$ cat src/rtl/match_result_ctrl.sv
// match_result_ctrl: Pong match referee that scores points, decides the result and gates restart.
module match_result_ctrl #(
    parameter int SCORE_W     = 4,
    parameter int RND_W       = 5,
    parameter int WIN_SCORE   = 5,
    parameter int MAX_ROUNDS  = 9,
    parameter int HOLD_FRAMES = 120
) (
    input  logic               clk_d,
    input  logic               rst_n,
    input  logic               start,
    input  logic               p1_point,
    input  logic               p2_point,
    input  logic               frame_tick,
    output logic [SCORE_W-1:0] p1_score,
    output logic [SCORE_W-1:0] p2_score,
    output logic [RND_W-1:0]   rounds_played,
    output logic               playing,
    output logic               game_over,
    output logic               player1_win,
    output logic               player2_win,
    output logic               draw,
    output logic               restart_ok
);
    if (WIN_SCORE < 1 || WIN_SCORE > 2**SCORE_W - 1) begin : g_bad_win
        $error("WIN_SCORE does not fit in SCORE_W bits");
    end
    if (MAX_ROUNDS < 1 || MAX_ROUNDS > 2**RND_W - 1) begin : g_bad_rounds
        $error("MAX_ROUNDS does not fit in RND_W bits");
    end
    if (HOLD_FRAMES < 1 || HOLD_FRAMES > 255) begin : g_bad_hold
        $error("HOLD_FRAMES must be 1..255");
    end

    typedef enum logic [1:0] {IDLE, PLAY, RESULT} state_t;

    localparam logic [SCORE_W:0] WIN  = (SCORE_W+1)'(WIN_SCORE);
    localparam logic [RND_W:0]   MAXR = (RND_W+1)'(MAX_ROUNDS);
    localparam logic [7:0]       HOLD = 8'(HOLD_FRAMES);

    state_t             state, state_n;
    logic [SCORE_W:0]   p1_sum, p2_sum;
    logic [RND_W:0]     rnd_sum;
    logic [SCORE_W-1:0] p1_n, p2_n;
    logic [RND_W-1:0]   rnd_n;
    logic [7:0]         hold, hold_n;
    logic               w1_n, w2_n, dr_n, done;

    // Next-state, next-score and result decision from the updated (post-pulse) counts
    always_comb begin
        state_n = state;
        p1_n    = p1_score;
        p2_n    = p2_score;
        rnd_n   = rounds_played;
        hold_n  = hold;
        w1_n    = player1_win;
        w2_n    = player2_win;
        dr_n    = draw;
        p1_sum  = {1'b0, p1_score} + (SCORE_W+1)'(p1_point);
        p2_sum  = {1'b0, p2_score} + (SCORE_W+1)'(p2_point);
        rnd_sum = {1'b0, rounds_played} + (RND_W+1)'(p1_point) + (RND_W+1)'(p2_point);
        done    = p1_sum >= WIN || p2_sum >= WIN || rnd_sum >= MAXR;
        case (state)
            IDLE: state_n = start ? PLAY : IDLE;
            PLAY: begin
                p1_n  = p1_sum[SCORE_W-1:0];
                p2_n  = p2_sum[SCORE_W-1:0];
                rnd_n = rnd_sum[RND_W-1:0];
                if (done) begin
                    state_n = RESULT;
                    hold_n  = '0;
                    w1_n    = p1_sum > p2_sum;
                    w2_n    = p2_sum > p1_sum;
                    dr_n    = p1_sum == p2_sum;
                end
            end
            RESULT: begin
                if (start && restart_ok) begin
                    state_n = PLAY;
                    p1_n    = '0;
                    p2_n    = '0;
                    rnd_n   = '0;
                    hold_n  = '0;
                    w1_n    = 1'b0;
                    w2_n    = 1'b0;
                    dr_n    = 1'b0;
                end else if (frame_tick && hold != HOLD) begin
                    hold_n = hold + 8'd1;
                end
            end
            default: state_n = IDLE;
        endcase
    end

    // State and every output register; reset clears the match immediately
    always_ff @(posedge clk_d or negedge rst_n) begin
        if (!rst_n) begin
            state         <= IDLE;
            p1_score      <= '0;
            p2_score      <= '0;
            rounds_played <= '0;
            hold          <= '0;
            playing       <= 1'b0;
            game_over     <= 1'b0;
            player1_win   <= 1'b0;
            player2_win   <= 1'b0;
            draw          <= 1'b0;
            restart_ok    <= 1'b0;
        end else begin
            state         <= state_n;
            p1_score      <= p1_n;
            p2_score      <= p2_n;
            rounds_played <= rnd_n;
            hold          <= hold_n;
            playing       <= state_n == PLAY;
            game_over     <= state_n == RESULT;
            player1_win   <= w1_n;
            player2_win   <= w2_n;
            draw          <= dr_n;
            restart_ok    <= state_n == RESULT && hold_n == HOLD;
        end
    end
endmodule

$ cat config.mk
export PLATFORM = sky130hd
export DESIGN_NAME = match_result_ctrl
export DESIGN_NICKNAME = d
export VERILOG_FILES = /design/src/rtl/match_result_ctrl.sv
export SDC_FILE = /design/constraint.sdc
export NUM_CORES = 1
export LEC_CHECK = 0
export ABC_AREA = 1
export CORE_MARGIN = 2
export CORE_UTILIZATION = 50
export CTS_BUF_LIST = sky130_fd_sc_hd__clkbuf_8 sky130_fd_sc_hd__clkbuf_16
export DETAILED_ROUTE_END_ITERATION = 10
export GPL_TIMING_DRIVEN = 0
export PLACE_DENSITY = 0.76
export SKIP_CTS_REPAIR_TIMING = 1
export SYNTH_ARGS = -nofsm -noshare
export SYNTH_HDL_FRONTEND = slang
export SYNTH_SLANG_ARGS = --single-unit
$ cat constraint.sdc
create_clock -name clk_d -period 2.5 [get_ports clk_d]
set_input_delay 0.75 -clock clk_d [delete_from_list [all_inputs] [get_ports clk_d]]
set_output_delay 0.75 -clock clk_d [all_outputs]
set_load 0.01 [all_outputs]
# [Yosys cells after proc, flatten, opt, wreduce, memory -nomap -nowiden]
# Cells that the tools add are included.
[word_totals] ff_bits=29 elab_cells=59
[op_classes] add_sub_neg=5 n_lt_le_gt_ge=5 eq_ne=9 muxes=20 reduce_logical=9
[op_table] op="two-way mux 8 bit" count=3
[op_table] op="case mux 4 bit (2 select lines)" count=2
[op_table] op="case mux 8 bit (2 select lines)" count=1
[op_table] op="adder 4 x 1 -> 5 bit" count=2
[op_table] op=">= comparator 5 x 3 -> 1 bit (second input constant)" count=2
[op_table] op="> comparator 5 bit" count=2
[op_table] op="case mux 5 bit (2 select lines)" count=1
[op_table] op="adder 8 x 1 -> 8 bit (second input constant)" count=1
[op_table] op="== test 8 x 7 -> 1 bit (second input constant)" count=1
[op_table] op="!= test 8 x 7 -> 1 bit (second input constant)" count=1
[op_table] op="adder 5 x 1 -> 6 bit" count=1
[op_table] op="adder 6 x 1 -> 6 bit" count=1
[op_table] op=">= comparator 6 x 4 -> 1 bit (second input constant)" count=1
[op_table] op="case mux 1 bit (2 select lines)" count=3
[op_table] op="case mux 2 bit (3 select lines)" count=1
[op_table] op="== test 5 bit" count=1
[op_table] op="two-way mux 1 bit" count=5
[op_table] op="two-way mux 5 bit" count=1
[op_table] op="== test 2 x 1 -> 1 bit (second input constant)" count=2
[op_table] op="== test 2 bit (second input constant)" count=2
[op_table] op="two-way mux 2 bit" count=2
[op_table] op="two-way mux 4 bit" count=1
[op_table] op="!= test 2 bit (second input constant)" count=2
[op_table] op="logical AND 1 bit" count=3
[op_table] op="other kinds (5)" count=6

# [Depth between registers and ports, before layout]
# Gate-level depths: netlist of run 1.
[depth] depth_word=8 depth_mapped=15

# [Worst setup path before layout of run 1]
# Ideal clock, no wire load.
[synth_timing] path_kind="in2reg" startpoint="input p1_point" endpoint="register restart_ok" setup_time_ps=115 arrival_ps=2355 t_required_ps=2385 slack_ps=29 stages=14 n_path_buf=0 path_cell_list="fa_1 ha_1 inv_1 nand2_1 a21oi_1 nor2_1 nor2_2 nand3_4 nand2_4 nand2_1 nand2_1 nor2_1 nand3_1 nor2_1"
[synth_via] elab_chain_cells=8
[synth_lines] item="from (decl)" line="12" source="input logic p1_point,"
[synth_lines] item="adder 5 x 1 -> 6 bit / adder 4 x 1 -> 5 bit (equally long branches)" line="61, 59"
[synth_lines] item="adder 6 x 1 -> 6 bit / >= comparator 5 x 3 -> 1 bit (equally long branches)" line="61, 62"
[synth_lines] item=">= comparator 6 x 4 -> 1 bit / logical OR 1 bit (equally long branches)" line="62" source="done = p1_sum >= WIN || p2_sum >= WIN || rnd_sum >= MAXR;"
[synth_lines] item="logical OR 1 bit *" line="62"
[synth_lines] item="two-way mux 8 bit *" line="69" source="if (done) begin"
[synth_lines] item="case mux 8 bit (2 select lines) *" line="63" source="case (state)"
[synth_lines] item="via hold_n[2]" line="46" source="logic [7:0] hold, hold_n;"
[synth_lines] item="== test 8 x 7 -> 1 bit *" line="120" source="restart_ok <= state_n == RESULT && hold_n == HOLD;"
[synth_lines] item="logical AND 1 bit *" line="120"
[synth_lines] item="to (signal assigned)" line="108" source="restart_ok <= 1'b0;"
[synth_lines] item="to (signal assigned)" line="120"
[synth_lines] item="to (decl)" line="23" source="output logic restart_ok"
# The timed path passes the listed nets; every way through them passes the cells marked *.
# A chain may end at the register's enable or synchronous reset.

# [Final worst setup path of run 1]
[layout_timing] startpoint="input p2_point" endpoint="register restart_ok"
[layout_via] elab_chain_cells=8
[layout_lines] item="from (decl)" line="13" source="input logic p2_point,"
[layout_lines] item="parallel branches: the longest is 3 deep, another holds adder 6 x 1 -> 6 bit"
[layout_lines] item="logical OR 1 bit *" line="62"
[layout_lines] item="two-way mux 8 bit / two-way mux 2 bit (equally long branches)" line="69"
[layout_lines] item="case mux 8 bit (2 select lines) / case mux 2 bit (3 select lines) (equally long branches)" line="63"
[layout_lines] item="== test 8 x 7 -> 1 bit / == test 2 bit (equally long branches)" line="120"
[layout_lines] item="logical AND 1 bit *" line="120"
# Mark *: on every way between the ends.

==> results of run 1 <==
[state kept, by name, indices dropped and copies added, names as in the netlist]
register and flops:
playing 1, player1_win 1, game_over 1, restart_ok 1, player2_win 1, draw 1, p2_score 4, hold 8
rounds_played 5, p1_score 4, state 2
[final timing paths]
path,startpoint,end,slack (ps),cells after the start
min reg2reg,player1_win,player1_win,500,2
min,rst_n,p2_score[1],480,1
min in group clk_d,player1_win,player1_win,500,2
max,p2_point,restart_ok,80,14
max in group asynchronous,rst_n,player1_win,1590,1
max reg2reg,rounds_played[0],restart_ok,250,13
[cell usage in the layout (no fill, tap or decap), types with 3 or more instances in the layout]
master / count
o22ai_1: 5
dfrtp_1: 29
nand2_1: 73
nand3_1: 15
nand4_1: 5
buf_4: 3
nor2_1: 16
clkbuf_8: 6
o21ai_0: 9
ha_1: 14
inv_1: 41
a21oi_1: 8
clkdlybuf4s50_1: 21
[layout make-up]
| cell class | count | area (sq um) | area share, % |
|---|---|---|---|
| buffer | 1 | 3.754 | 0.1615 |
| clock buffer | 6 | 82.58 | 3.552 |
| clock inverter | 1 | 3.754 | 0.1615 |
| inverter | 43 | 163.9 | 7.051 |
| multi-input combinational | 174 | 1022 | 43.97 |
| sequential | 29 | 725.7 | 31.22 |
| tap | 48 | 60.06 | 2.583 |
| timing repair buffer | 27 | 262.8 | 11.30 |
[worst max-delay path: stages]
cell            delay (ps)
dlymetal6s2s_1         160
fa_2                   410
ha_4                   190
inv_1                   50
nand2_1                 80
a21oi_2                150
nor2_2                  60
nor2_4                 110
nand3_4                120
nand2_4                130
a21oi_1                 90
nor2_1                 120
nand3_1                 90
nor2_1                 120
[stage by stage]
stage          setup TNS (ps)  setup slack [ps]  instances  power (mW)
2_1_floorplan               0             29.40        247       1.652
3_3_place_gp            -9213            -715.7        319       2.079
3_5_place_dp            -9104            -722.6        319       2.105
4_1_cts                 -3424            -443.7        326       2.509
5_1_grt                -59.50            -59.50        329       2.852
6_report                    0             77.86        329       2.614
[cell usage after synthesis (2+ instances only)]
cell type  instances  area (sq um)
nand2_1           73         274.0
o22ai_1            5         31.28
o21bai_1           2         15.01
nand3_1           16         80.08
nand4_1            5         31.28
nand2_4            2         22.52
a21oi_1           10         50.05
o31ai_1            2         15.01
nor2_1            17         63.81
dfrtp_1           29         725.7
o21ai_0           10         50.05
inv_1             41         153.9
ha_1              16         200.2
[power groups by stage]
stage / Clock [mW] / Combinational, mW / Sequential, mW
after detailed placement: 0 / 1.35 / 0.754
final: 0.389 / 1.47 / 0.753
after global routing: 0.422 / 1.65 / 0.776
after CTS: 0.394 / 1.37 / 0.747
after floorplan: 0 / 0.868 / 0.783
after global placement: 0 / 1.33 / 0.749
[metal layers]
| metal | vias to the layer above | GRT usage [%] |
|---|---|---|
| met5 | - | 0 |
| met4 | 0 | 8.073 |
| met3 | 10 | 6.164 |
| met2 | 37 | 31.76 |
| met1 | 773 | 27.45 |
| li1 | 859 | - |
[logic make-up after synthesis]
logic type / count (synthesis) / synth area share (%)
buffers and inverters: 44 / 8.945
AOI/OAI and AO/OA: 34 / 10.61
DFF: 29 / 38.72
adders and majority gates: 17 / 11.75
xor gates and xnor gates: 1 / 0.4674
and+or+nand+nor: 122 / 29.51
==> metrics.md, run 1 <==
| Metric | Value |
|---|---|
| Status | `finished clean` |
| Fin crit share | `96.89%` |
| Worst skew pair latency | `290 ps` |
| Syn avg cell area | `7.588 sq um` |
| Vias in the first global route | `about 1.5k` |
| Final Max Tran Viols | `0` |
| GP Congestion | `0.8900` |
| DP Area | `0.002175 sq mm` |
| Max_cap viols | `0` |
| Critical Path Source Type | `input pin` |
| Drt first pass iters | `4` |
| CP endpoint kind | `flop` |
| CORE AREA | `0.003633 sq mm` |
| FILL cells | `between 300 and 400` |
| Final WL | `between 4 and 5 mm` |
| Top layer in use | `met4` |
| Rows | `22` |
| Crit path kind | `in2reg` |
| Share of cells above drive strength 1 | `around 11%` |
| Initial antenna violation count | `0` |
| Mapped Nets | `270` |
| Ports | `25` |
| Met3 WL | `175 um` |
| Met1 WL | `1.933 mm` |
| Die ar. | `0.004254 sq mm` |
| WL/cell | `~12 um` |
| Final setup viols | `0` |
| Hold crit path type | `in2async` |
| Design area | `0.002325 sq mm` |
| PwrDens | `1125 mW/mm^2` |
| Post-route DRC | `0` |
| Number of synthesized flops with an enable pin | `0` |
| Slew HR | `57.20%` |
| Final Hold Viols | `0` |
| Post-Syn Area | `0.001874 sq mm` |
| # clock sinks | `29` |
| Via Count | `1679` |
| YS warnings | `0` |
| Cells after synthesis | `247` |
| Clk pwr share | `roughly 15%` |
| Crit path max fanout | `6` |
| WHS | `483.4 ps` |
| Ant diodes | `0` |
| Layout Skew | `8.552 ps` |
| Net Sw Power | `1.169 mW` |
| Sequential Power Share | `28.8%` |
| Largest net degree at the start of global routing | `30` |
| Total track usage | `20.69%` |
| Synth cell types | `32` |
| Maximum vdd drop | `0.5753 mV` |
| Tmin final | `2422 ps` |
| Post-DP HPWL | `2.839 mm` |
| P&R area growth vs syn | `24.03%` |
| Grt ovf | `0` |
| Top FF cell, synth | `dfrtp_1` |
| Remaining antenna violation count after routing | `0` |
| Metal2 WL | `1.870 mm` |
| First-pass GRT wire length | `6.686 mm` |
| 1st-iter DRT viols | `93` |
| Data required time of the worst path | `around 2700 ps` |
| Clock buffer depth | `2` |
| Die height | `65.23 um` |
| RSZ-0062 raised after global routing | `yes` |
| Final core utilization | `63.98%` |
| Worst Max-Slew Pin Slew | `642.1 ps` |
| CTS tree | `built` |
| Starting Density | `51.58%` |
| DR vias/cell | `5.103` |
| Register area share after synthesis | `38.72%` |
| Flip-flop and latch count after synthesis | `29` |
| Leak | `1.202 nW` |
| Gate power share | `approximately 56%` |
| Number of CTS-inserted buffers | `5` |
| Clk root buf | `clkbuf_8` |
| Clock-pin transition on the worst setup and hold timing paths | `roughly 60 ps` |
| Die W | `approximately 65 um` |
| Switching Fraction | `between 40 and 50%` |
| CP Data Arrival Time | `between 2000 and 3000 ps` |
| PortBufs | `24` |
| Net count, final | `around 300` |
| Asr flop ratio synth | `100.0%` |
| Int Pwr | `1.446 mW` |
| # H-tree levels | `2` |
| Maximum clock frequency | `412.9 MHz` |
Power figures use the tool's default switching activity.
==> run 2, diff against run 1 <==
--- a/config.mk
+++ b/config.mk
@@ -7,11 +7,11 @@
 export LEC_CHECK = 0
 export ABC_AREA = 1
 export CORE_MARGIN = 2
-export CORE_UTILIZATION = 50
+export CORE_UTILIZATION = 40
 export CTS_BUF_LIST = sky130_fd_sc_hd__clkbuf_8 sky130_fd_sc_hd__clkbuf_16
 export DETAILED_ROUTE_END_ITERATION = 10
 export GPL_TIMING_DRIVEN = 0
-export PLACE_DENSITY = 0.76
+export PLACE_DENSITY = 0.63
 export SKIP_CTS_REPAIR_TIMING = 1
 export SYNTH_ARGS = -nofsm -noshare
 export SYNTH_HDL_FRONTEND = slang
==> constraint.sdc (replaced) <==
create_clock -name clk_d -period 2.37 [get_ports clk_d]
set_input_delay 0.711 -clock clk_d [delete_from_list [all_inputs] [get_ports clk_d]]
set_output_delay 0.711 -clock clk_d [all_outputs]
set_load 0.01 [all_outputs]
==> run 2 against run 1 <==
  * The flow now finishes with violations (negative setup slack)
  * Final cell count grew 1.2%
  * Clock skew rose by 0.79 ps
  * Routed wire length is 2.9% lower
  * Non-clock buffer count stayed put
  * Register-to-register slack got worse by 110 ps
  * Flip-flop and latch count stayed put
  * Clock power grew 5%
  * Utilization shrank 11 points
  * Worst setup slack got worse by 84 ps
  * Via count is 2.9% lower
  * Combinational power increased by 12%
  * Critical endpoint unchanged
  * Largest power group unchanged
==> metrics.md, run 2 (synthesis gave the netlist of run 1 again) <==
| Metric | Value |
|---|---|
| Status | `finished with violations` |
| Failing checks | `negative setup slack` |
| Share of cells above drive strength 1 | `13.88% (+2.8 points)` |
| # H-tree levels | `2 (unchanged)` |
| Crit path from | `p1_point` |
| CORE AREA | `0.004444 sq mm (+22%)` |
| Fin crit share | `100.2%` |
| Reg2reg start | `rounds_played[0]` |
| Die W | `72.45 um (+11%)` |
| PwrDens | `1205 mW/mm^2 (+7.1%)` |
| Rows | `24 (+9.1%)` |
| Vias in the first global route | `1574 (+5.1%)` |
| R2R Setup Slk | `140 ps (-110 ps)` |
| Max_cap viols | `0 (unchanged)` |
| Largest registers | `hold x8, rounds_played x5` |
| Worst setup margin | `-5.795 ps (-83.66 ps)` |
| Reg with most FFs | `hold` |
| Remaining antenna violation count after routing | `0 (unchanged)` |
| Data required time of the worst path | `2570 ps (-140 ps)` |
| RSZ-0062 raised after global routing | `yes` |
| Net count, final | `304 (unchanged)` |
| Die ar. | `0.005249 sq mm (+23%)` |
| Final core utilization | `53.01% (-11 points)` |
| R2R depth | `14 (+1)` |
| First-pass GRT wire length | `6.886 mm (+3.0%)` |
| Hold crit path type | `in2async` |
| Final WL | `3.953 mm (-2.9%)` |
| Tmin final | `2376 ps` |
| Via Count | `1631 (-2.9%)` |
| Final Hold Viols | `0 (unchanged)` |
| Max reg flops | `8 (unchanged)` |
| Die height | `72.45 um (+11%)` |
| Setup TNS | `-5.795 ps (-5.795 ps)` |
| Clock buffer depth | `2 (unchanged)` |
| Clock-pin transition on the worst setup and hold timing paths | `60 ps (about the same)` |
| Slew HR | `56.48% (-0.72 points)` |
| CTS tree | `built` |
| CP Data Arrival Time | `2580 ps (-50 ps)` |
| PortBufs | `24 (unchanged)` |
| Leak | `1.188 nW (-1.2%)` |
| Grt ovf | `0 (unchanged)` |
| Worst Max-Slew Pin Slew | `652.8 ps (+10.78 ps)` |
| Starting Density | `42.17% (-9.4 points)` |
| Initial antenna violation count | `0 (unchanged)` |
| Largest net degree at the start of global routing | `30 (unchanged)` |
| CP endpoint kind | `flop` |
| Ports | `25 (unchanged)` |
| Sequential Area | `725.7 sq um (unchanged)` |
| Most frequent cells in the layout | `nand2_1 (70), inv_1 (41), dfrtp_1 (29)` |
| # clock sinks | `29 (unchanged)` |
| 1st-iter DRT viols | `81 (-13%)` |
| DR vias/cell | `4.898 (-4.0%)` |
| Non-filler instance count after layout | `333 (+1.2%)` |
| Post-route DRC | `0 (unchanged)` |
| GP Congestion | `0.8873 (-0.30%)` |
| WL/cell | `11.87 um (-4.1%)` |
| Crit path max fanout | `6 (unchanged)` |
| Layout Skew | `9.344 ps (+0.7926 ps)` |
| Total track usage | `17.07% (-3.6 points)` |
| Maximum clock frequency | `420.9 MHz` |
| Maximum vdd drop | `0.5782 mV (+0.50%)` |
| Post-layout total power | `2.839 mW (+8.6%)` |
| Clk root buf | `clkbuf_8` |
| Worst skew pair latency | `280 ps (about the same)` |
| Crit path kind | `in2reg` |
| Drt first pass iters | `4 (unchanged)` |
| FILL cells | `451 (+36%)` |
| Multi-input logic area | `0.001060 sq mm (+3.7%)` |
| Final Max Tran Viols | `0 (unchanged)` |
| Commonest non-fill, non-tap cell in the layout | `nand2_1` |
| P&R area growth vs syn | `25.70%` |
| Final setup viols | `1 (+1)` |
| Post-DP HPWL | `2.998 mm (+5.6%)` |
| Critical Path Source Type | `input pin` |
| Ant diodes | `0 (unchanged)` |
| Number of CTS-inserted buffers | `5 (unchanged)` |
| Placed Instances | `323 (+1.3%)` |
[run 2: changes by cell type in the layout (fill, tap and decap cells not counted), moves of 2 or more]
| cell | change |
|---|---|
| nor2_2 | +2 |
| nand2_1 | -3 |
| clkbuf_2 | +2 |
| nand2_2 | +2 |
| dlymetal6s2s_1 | -2 |
| nor2_1 | -2 |
[run 2: stage by stage]
step | cell area (sq um) | hold slack (ps) | setup slack [ps]
floorplan | 1877 | 415.4 | 37.50
global placement | 2182 | 496.9 | -740.9
detailed placement | 2182 | 478.2 | -746.6
CTS | 2268 | 503.9 | -457.9
global route | 2356 | 498.2 | -126.6
finish | 2356 | 455.2 | -5.795
[run 2: worst max-delay path: stages]
cell and delay (ps):
clkbuf_2 110, fa_2 430, ha_4 280, inv_2 30
nand2_1 70, a21oi_2 40, nor2_2 150, nor2_4 70
nand3_4 110, nand2_4 90, nand2_1 70, nand2_1 60
nor2_1 140, nand3_1 100, nor2_1 120
[run 2: cell type report]
| cell class | instances | area share (%) |
|---|---|---|
| Buffer | 1 | 0.1593 |
| Clock buffer | 6 | 3.505 |
| Clock inverter | 1 | 0.1593 |
| Inverter | 43 | 6.957 |
| Multi-Input combinational cell | 174 | 44.98 |
| Sequential cell | 29 | 30.80 |
| Tap cell | 52 | 2.762 |
| Timing Repair Buffer | 27 | 10.67 |
[run 2: worst paths after layout]
path	endpoint
setup / recovery	restart_ok
min in group clk_d	player2_win
hold reg to reg	player2_win
hold / removal	p2_score[0]
max in group asynchronous	restart_ok
setup reg to reg	restart_ok
[run 2: power by group]
group,total (mW),switching [mW],internal [mW]
combinational,1.64,0.930,0.705
clock,0.407,0.181,0.226
sequential,0.797,0.152,0.645
total,2.84,1.26,1.58
[run 2: metal layers]
layer  vias to the layer above  part of all wire (%)  wire length [um]  global-route usage [%]
met2                        20                    46              1809                   27.12
met3                         6                   2.4                96                   4.722
met5                         -                     0                 0                       0
met4                         0                   1.8                70                   6.584
met1                       742                    50              1977                   22.20
li1                        863                     -                 -                       -
